--- config.mk ---
export PLATFORM = sky130hd
export DESIGN_NAME = tone_seq_dcd
export DESIGN_NICKNAME = d
export VERILOG_FILES = /design/src/rtl/tone_seq_dcd.sv
export SDC_FILE = /design/constraint.sdc
export NUM_CORES = 1
export LEC_CHECK = 0
export ABC_AREA = 1
export BUFFER_PORTS_ARGS = -buffer_cell sky130_fd_sc_hd__buf_4
export CAP_MARGIN = 30
export CORE_ASPECT_RATIO = 0.9
export CORE_UTILIZATION = 50
export DETAILED_ROUTE_END_ITERATION = 7
export GPL_ROUTABILITY_DRIVEN = 0
export PLACE_DENSITY = 0.7
export SLEW_MARGIN = 10
export SYNTH_ARGS = -nofsm -noshare
export SYNTH_HDL_FRONTEND = slang
export SYNTH_SLANG_ARGS = --single-unit
--- constraint.sdc ---
create_clock -name Clk4M -period 3.4 [get_ports Clk4M]
set_input_delay 0.68 -clock Clk4M [delete_from_list [all_inputs] [get_ports Clk4M]]
set_output_delay 0.68 -clock Clk4M [all_outputs]
set_load 0.02 [all_outputs]
--- src/rtl/tone_seq_dcd.sv ---
// Note sequencer: plays (tone word, beat count) notes as a square wave on OSpk, then a silent gap.
// Define TONE_SEQ_DCD_OCT_EN to add the IOct octave-down prescaler.
module tone_seq_dcd #(
    parameter int unsigned TW      = 13,
    parameter int unsigned DW      = 8,
    parameter int unsigned GAP_CYC = 2000
) (
    input  logic          Clk4M,
    input  logic          RST_N,
    input  logic [TW-1:0] ITone,
    input  logic [DW-1:0] IDur,
`ifdef TONE_SEQ_DCD_OCT_EN
    input  logic [1:0]    IOct,
`endif
    input  logic          IVld,
    output logic          ORdy,
    input  logic          IBeat,
    input  logic          IAbort,
    output logic          OSpk,
    output logic          OBusy,
    output logic          ONoteEnd
);

    localparam int unsigned   GW      = (GAP_CYC > 0) ? $clog2(GAP_CYC + 1) : 1;
    localparam logic [TW-1:0] ToneMax = {TW{1'b1}};

    typedef enum logic [1:0] {StIdle, StPlay, StGap, StEnd} state_e;

    state_e        state_q, state_d;
    logic [TW-1:0] tone_q, tone_d;
    logic [TW-1:0] tco_q, tco_d;
    logic [DW-1:0] beat_q, beat_d;
    logic [GW-1:0] gap_q, gap_d;
    logic          spk_q, spk_d;
    logic          rdy_q, rdy_d;
    logic          busy_q, busy_d;
    logic          end_q, end_d;
    logic          accept, abort, tc_tick, spk_toggle;

    assign accept  = IVld & rdy_q & ~IAbort;
    assign abort   = IAbort & ((state_q == StPlay) | (state_q == StGap));
    assign tc_tick = (state_q == StPlay) & (tone_q != ToneMax) & (tco_q == ToneMax);

    always_ff @(posedge Clk4M or negedge RST_N) begin
        if (!RST_N) begin
            state_q <= StIdle;
        end else begin
            state_q <= state_d;
        end
    end

    always_comb begin
        state_d = state_q;
        unique case (state_q)
            StIdle: begin
                if (accept) begin
                    state_d = (IDur == '0) ? StEnd : StPlay;
                end
            end
            StPlay: begin
                if (abort) begin
                    state_d = StIdle;
                end else if (IBeat && (beat_q == DW'(1))) begin
                    state_d = (GAP_CYC == 0) ? StEnd : StGap;
                end
            end
            StGap: begin
                if (abort) begin
                    state_d = StIdle;
                end else if (gap_q == GW'(1)) begin
                    state_d = StEnd;
                end
            end
            StEnd:   state_d = StIdle;
            default: state_d = StIdle;
        endcase
    end

    // Handshake/status flags are registered copies of the next state.
    always_comb begin
        rdy_d  = (state_d == StIdle);
        busy_d = (state_d == StPlay) | (state_d == StGap);
        end_d  = (state_d == StEnd);
    end

`ifdef TONE_SEQ_DCD_OCT_EN
    logic [1:0] oct_q, oct_d;
    logic [2:0] pre_q, pre_d;

    always_comb begin
        oct_d      = oct_q;
        pre_d      = pre_q;
        spk_toggle = 1'b0;
        if (accept) begin
            oct_d = IOct;
            pre_d = '0;
        end else if (state_d != StPlay) begin
            pre_d = '0;
        end else if (tc_tick) begin
            if (pre_q == ((3'd1 << oct_q) - 3'd1)) begin
                spk_toggle = 1'b1;
                pre_d      = '0;
            end else begin
                pre_d = pre_q + 3'd1;
            end
        end
    end

    always_ff @(posedge Clk4M or negedge RST_N) begin
        if (!RST_N) begin
            oct_q <= '0;
            pre_q <= '0;
        end else begin
            oct_q <= oct_d;
            pre_q <= pre_d;
        end
    end
`else
    assign spk_toggle = tc_tick;
`endif

    always_comb begin
        tone_d = tone_q;
        tco_d  = tco_q;
        beat_d = beat_q;
        gap_d  = gap_q;
        spk_d  = spk_q;
        if (accept) begin
            tone_d = ITone;
            tco_d  = ITone;
            beat_d = IDur;
            spk_d  = 1'b1;
        end else if (abort) begin
            tco_d = '0;
            spk_d = 1'b1;
        end else if (state_q == StPlay) begin
            if (IBeat) begin
                beat_d = beat_q - DW'(1);
            end
            if (state_d != StPlay) begin
                spk_d = 1'b1;
                gap_d = GW'(GAP_CYC);
            end else if (tone_q != ToneMax) begin
                // Count up to all-ones, then reload: half period = 2^TW - tone.
                if (tco_q == ToneMax) begin
                    tco_d = tone_q;
                    if (spk_toggle) begin
                        spk_d = ~spk_q;
                    end
                end else begin
                    tco_d = tco_q + TW'(1);
                end
            end
        end else if (state_q == StGap) begin
            gap_d = gap_q - GW'(1);
        end
    end

    always_ff @(posedge Clk4M or negedge RST_N) begin
        if (!RST_N) begin
            tone_q <= '0;
            tco_q  <= '0;
            beat_q <= '0;
            gap_q  <= '0;
            spk_q  <= 1'b1;
            rdy_q  <= 1'b1;
            busy_q <= 1'b0;
            end_q  <= 1'b0;
        end else begin
            tone_q <= tone_d;
            tco_q  <= tco_d;
            beat_q <= beat_d;
            gap_q  <= gap_d;
            spk_q  <= spk_d;
            rdy_q  <= rdy_d;
            busy_q <= busy_d;
            end_q  <= end_d;
        end
    end

    assign OSpk     = spk_q;
    assign ORdy     = rdy_q;
    assign OBusy    = busy_q;
    assign ONoteEnd = end_q;

endmodule
# Yosys cells after proc, flatten, opt, wreduce, memory -nomap -nowiden
# Index checks and enable logic that the tools add are counted.
# Widths: inputs -> output; s select.
# word_totals
ff_bits,51
word_cells,80
# classes
muxes,27
n_reduce_logical,16
eq_ne,14
n_bitwise,11
addsub,3
# op_table
cell,n
$mux 13,6
$mux 11,3
$mux 8,4
$add 13x1->13 const B,1
$eq 13x13->1 const B,1
$ne 13x13->1 const B,1
$mux 2,6
$reduce_bool 4->1,3
$eq 11x1->1 const B,1
$sub 11x1->11 const B,1
$eq 2x2->1 const B,4
$eq 8x1->1 const B,1
$logic_not 8->1,1
$pmux 2 s4,1
$reduce_and 4->1,2
$sub 8x1->8 const B,1
$mux 1,7
$reduce_and 3->1,2
$reduce_bool 2->1,3
$reduce_bool 3->1,2
$and 1x1->1,5
$eq 2x1->1 const B,2
$logic_not 2->1,2
$ne 2x1->1 const B,2
5 further kinds,9

# Logic depth before layout (Yosys ltp)
# depth
word_depth,10
ltp_mapped,18
ltp_nobuf,18

# Least setup slack after synthesis
# Ideal clock, no wire load.
# synth_timing
path_kind,input to register
startpoint,input IAbort
endpoint,register gap_q[10]
slack_ns,1.074
t_arrival_ns,2.201
setup_ns,0.125
path_stages,10
n_path_buf,0
path_cell_list,nand3b_4 -> o31ai_1 -> nand2_2 -> ha_1 -> nand2_1 -> nand3_2 -> nor2_2 -> nand3_2 -> nor4_1 -> o21ai_1
# synth_between
elab_chain_cells,7
# synth_rtl
element,line_no,source
from (decl),18,"input logic IAbort,"
$not 1->1,40,assign accept = IVld & rdy_q & ~IAbort;
$and 1x1->1,40,
$mux 2,56,if (accept) begin
$pmux 2 s4,54,unique case (state_q)
$ne 2x1->1,140,if (state_d != StPlay) begin
$ne 2x1->1 (no source line),n/a,
$reduce_and 4->1 (no source line) *,n/a,
to (signal assigned),173,gap_q <= gap_d;
to (decl),33,"logic [GW-1:0] gap_q, gap_d;"
# Every way passes the cells marked *; elsewhere a longest branch is shown, timed or not.
# A chain may end at the register's enable or synchronous reset.

# Final worst setup path
# layout_timing
startpoint,register state_q[0]
endpoint,register gap_q[7]
# layout_between
elab_chain_cells,8
# layout_rtl
element,line_no,source
from (decl),29,"state_e state_q, state_d;"
from (signal assigned),46,state_q <= StIdle;
from (signal assigned),48,state_q <= state_d;
$eq 2x1->1 or $eq 2x2->1 (tied branches),n/a,
$or 1x1->1,41,assign abort = IAbort & ((state_q == StPlay) | (state_q == StGap));
$and 1x1->1,41,
$mux 2 (on tied branches),"68, 61",
$pmux 2 s4,54,
$ne 2x1->1,140,
$ne 2x1->1 (no source line),n/a,
$reduce_and 4->1 (no source line),n/a,
# Parallel ways exist; a longest one is shown, timed or not.

==> impl_metrics.env <==
export IMPL_setup_worst_path_start="state_q[0]"
export IMPL_ys_ff_latch=51
export IMPL_wire_per_inst_um=13.3
export IMPL_clock_sinks=51
export IMPL_setup_viol=0
export IMPL_yosys_top_cells_area="dfrtp_1, nand2_1, nand3_1, inv_1, ha_1"
export IMPL_worstPathRequired_ns=3.58
export IMPL_avgSynthCellArea_um2=7.75
export IMPL_num_vias=2715
export IMPL_p_int_w=0.00145
export IMPL_cts_resized=0
export IMPL_synthFlopType="dfrtp_1"
export IMPL_worstMarginPinSlew_ns=0.656
export IMPL_die_height_um=77.3
export IMPL_layout_setup_ws_ns=0.770
export IMPL_fin_crit_sh_pct=77.4
export IMPL_critPathKind="flip-flop to flip-flop"
export IMPL_post_cts_buffers=0
export IMPL_place_hpwl_mm=4.91
export IMPL_port_buffers=29
export IMPL_cts_root_buf="clkbuf_8"
export IMPL_gr_usage_all_layers_pct=22.8
export IMPL_period_needed_ns=2.63
export IMPL_multi_input_area_um2=1590
export IMPL_crit_path_start_kind="flip-flop"
export IMPL_maxSlewViolCount=0
export IMPL_dp_slack_ns=0.505
export IMPL_clk_path_buf_depth=2
export IMPL_cp_end_kind="flip-flop"
export IMPL_die_w_um=85.6
export IMPL_worst_path_max_fanout=7
export IMPL_cts_hold_buffers=0
export IMPL_antenna_found_initial=0
export IMPL_rsz0062_at_grt="false"
export IMPL_clock_latency_ns=0.30
export IMPL_coreArea_um2=6080
export IMPL_async_reset_ff_share_pct=100
export IMPL_relSlewSlack_pct=56.3
export IMPL_placedInstanceArea_um2=3380
export IMPL_io_pins=30
export IMPL_yosysTopAreaCellShare_pct=39.0
export IMPL_synth_warnings=0
export IMPL_fillers=572
export IMPL_seq_area_frac_synth_pct=40.6
export IMPL_drive_above_1_share_pct=16.3
export IMPL_min_path_type="input port to asynchronous set/reset pin"
export IMPL_final_seq_area_um2=1280
export IMPL_status="finished clean"
export IMPL_maxCapViolCount=0
export IMPL_grt_max_degree=52
export IMPL_drc=0
export IMPL_wl_mm=6.75
export IMPL_worstPathArrival_ns=2.81
export IMPL_pwr_share_clk_pct=12.8
export IMPL_grt_overflow=0
export IMPL_p_leak_nw=1.72
export IMPL_via_per_inst=5.36
export IMPL_synth_top_cell_by_area="dfrtp_1"
export IMPL_rows=27
export IMPL_start_util_pct=51.7
export IMPL_power_frac_seq_pct=40.7
export IMPL_cts_max_level=2
export IMPL_synthDistinctLibCells=40
export IMPL_final_area_um2=3460
export IMPL_synth_edf_count=0
export IMPL_syn_nets=441
export IMPL_syn_inst=406
export IMPL_first_pass_iters=5
export IMPL_cts_tree="built"
export IMPL_power_density_nw_per_um2=761
export IMPL_combPwrFrac_pct=46.5
export IMPL_grt_pass1_wl_mm=11.9
export IMPL_antennaDiodeCount=0
export IMPL_hold_viol_final=0
export IMPL_tns_ns=0
export IMPL_fmax_mhz=380
export IMPL_dieArea_um2=6620
export IMPL_rr_startpoint="state_q[0]"
export IMPL_numCtsBuffers=5
export IMPL_nets=469
export IMPL_grt_pass1_vias=2591
export IMPL_postRouteAntennaNets=0
export IMPL_clkTransAtPathRegs_ns=0.09
export IMPL_whs_ns=0.414
export IMPL_peakVddDrop_mv=0.367
export IMPL_power_switching_w=0.00118
export IMPL_synth_area_um2=3150
export IMPL_area_delta_synth_final_pct=9.86
export IMPL_netSwitchingFraction_pct=44.7
export IMPL_drt_iter0_drc=159
export IMPL_skew_ns=0.00545
[state kept, by name, summed over array words and instances (netlist names)]
signal,count
ONoteEnd,1
state_q,2
tco_q,13
OSpk,1
gap_q,11
OBusy,1
tone_q,13
ORdy,1
beat_q,8
[area by class of cell]
| type | instances | area share (%) |
|---|---|---|
| timing repair buffer | 29 | 6.30 |
| sequential | 51 | 37.0 |
| clock inverter | 1 | 0.145 |
| tap | 72 | 2.61 |
| inverter | 53 | 5.83 |
| multi-input combinational | 294 | 45.9 |
| clock buffer | 7 | 2.21 |
[layout by cell type, fill, tap and decap left out]
cell type	Yosys	final
a21oi_1	10	10
a31oi_1	1	1
and3_1	1	1
buf_4	1	29
clkbuf_1	2	2
clkbuf_8	3	5
clkinv_2	0	1
dfrtp_1	49	49
dfstp_2	2	2
ha_1	9	9
inv_1	44	44
inv_2	8	8
inv_4	1	1
nand2_1	120	120
nand2_2	4	4
nand2_4	3	3
nand3_1	39	39
nand3_2	3	3
nand3_4	1	1
nand3b_1	2	2
nand3b_4	1	1
nand4_1	5	5
nor2_1	23	23
nor2_2	5	5
nor2_4	1	1
nor3_1	6	6
nor3_2	1	1
nor3_4	2	2
nor4_1	1	1
o211ai_1	2	2
o21ai_0	18	18
o21ai_1	7	7
o21ai_2	4	4
o21bai_1	1	1
o221ai_1	6	6
o31ai_1	1	1
or2_0	1	1
or2_1	1	1
xnor2_1	3	3
xor2_1	12	12
[final timing paths]
check                                  to  slack (ns)  depth (start not counted)
worst max-delay path             gap_q[7]        0.77                         15
worst min-delay path            beat_q[4]        0.41                          1
worst max register to register   gap_q[7]        0.77                         15
worst min register to register       OSpk        0.49                          2
max in group asynchronous       tone_q[4]        2.56                          1
min in group Clk4M                   OSpk        0.49                          2
[cells in the mapped netlist (2+ instances only)]
| library cell | instances |
|---|---|
| a21oi_1 | 10 |
| buf_6 | 2 |
| clkbuf_1 | 2 |
| clkbuf_8 | 3 |
| dfrtp_1 | 49 |
| dfstp_2 | 2 |
| ha_1 | 9 |
| inv_1 | 44 |
| inv_2 | 8 |
| nand2_1 | 120 |
| nand2_2 | 4 |
| nand2_4 | 3 |
| nand3_1 | 39 |
| nand3_2 | 3 |
| nand3b_1 | 2 |
| nand4_1 | 5 |
| nor2_1 | 23 |
| nor2_2 | 5 |
| nor3_1 | 6 |
| nor3_4 | 2 |
| o211ai_1 | 2 |
| o21ai_0 | 18 |
| o21ai_1 | 7 |
| o21ai_2 | 4 |
| o221ai_1 | 6 |
| xnor2_1 | 3 |
| xor2_1 | 12 |
[critical path, cell delays in order, from the launching register on]
cell and delay [ns]:
dfrtp_1 0.42, inv_1 0.08, ha_1 0.31, nand2_2 0.13
inv_1 0.09, nor2_1 0.15, nand2_1 0.07, nand3_1 0.09
nand2_2 0.11, ha_1 0.22, nand2_1 0.08, nand3_2 0.15
nor2_1 0.23, nand3_1 0.15, o21ai_1 0.15, nand3b_1 0.08
[layer usage]
metal	vias to the layer above	global-route usage [%]	routed length, um
met3	2	3.88	305
met1	1287	33.1	3390
met5	-	0	0
li1	1363	-	-
met4	0	6.83	37
met2	63	34.6	3020
[stage by stage]
step	power (W)	util, %	cells
6_report	0.00263	56.9	507
3_5_place_dp	0.00230	55.5	499
3_3_place_gp	0.00227	55.5	499
5_1_grt	0.00289	56.9	507
4_1_cts	0.00265	56.9	507
2_1_floorplan	0.00202	-	406
[power groups by stage]
stage / Sequential, W / Clock [W] / Combinational (W)
after global routing: 0.00111 / 0.000372 / 0.00140
final: 0.00107 / 0.000337 / 0.00122
after floorplan: 0.00106 / 0 / 0.000966
after CTS: 0.00107 / 0.000351 / 0.00123
after global placement: 0.00107 / 0 / 0.00120
after detailed placement: 0.00108 / 0 / 0.00122
[cell families after synthesis]
| group | after synthesis | share of synthesized area, % |
|---|---|---|
| DFF | 51 | 40.6 |
| AOI/OAI and AO/OA | 50 | 9.50 |
| buffers and inverters | 61 | 8.91 |
| xor gates and xnor gates | 15 | 4.18 |
| and+or+nand+nor | 220 | 33.2 |
| adders and majority gates | 9 | 3.58 |
Power figures use the tool's default switching activity.
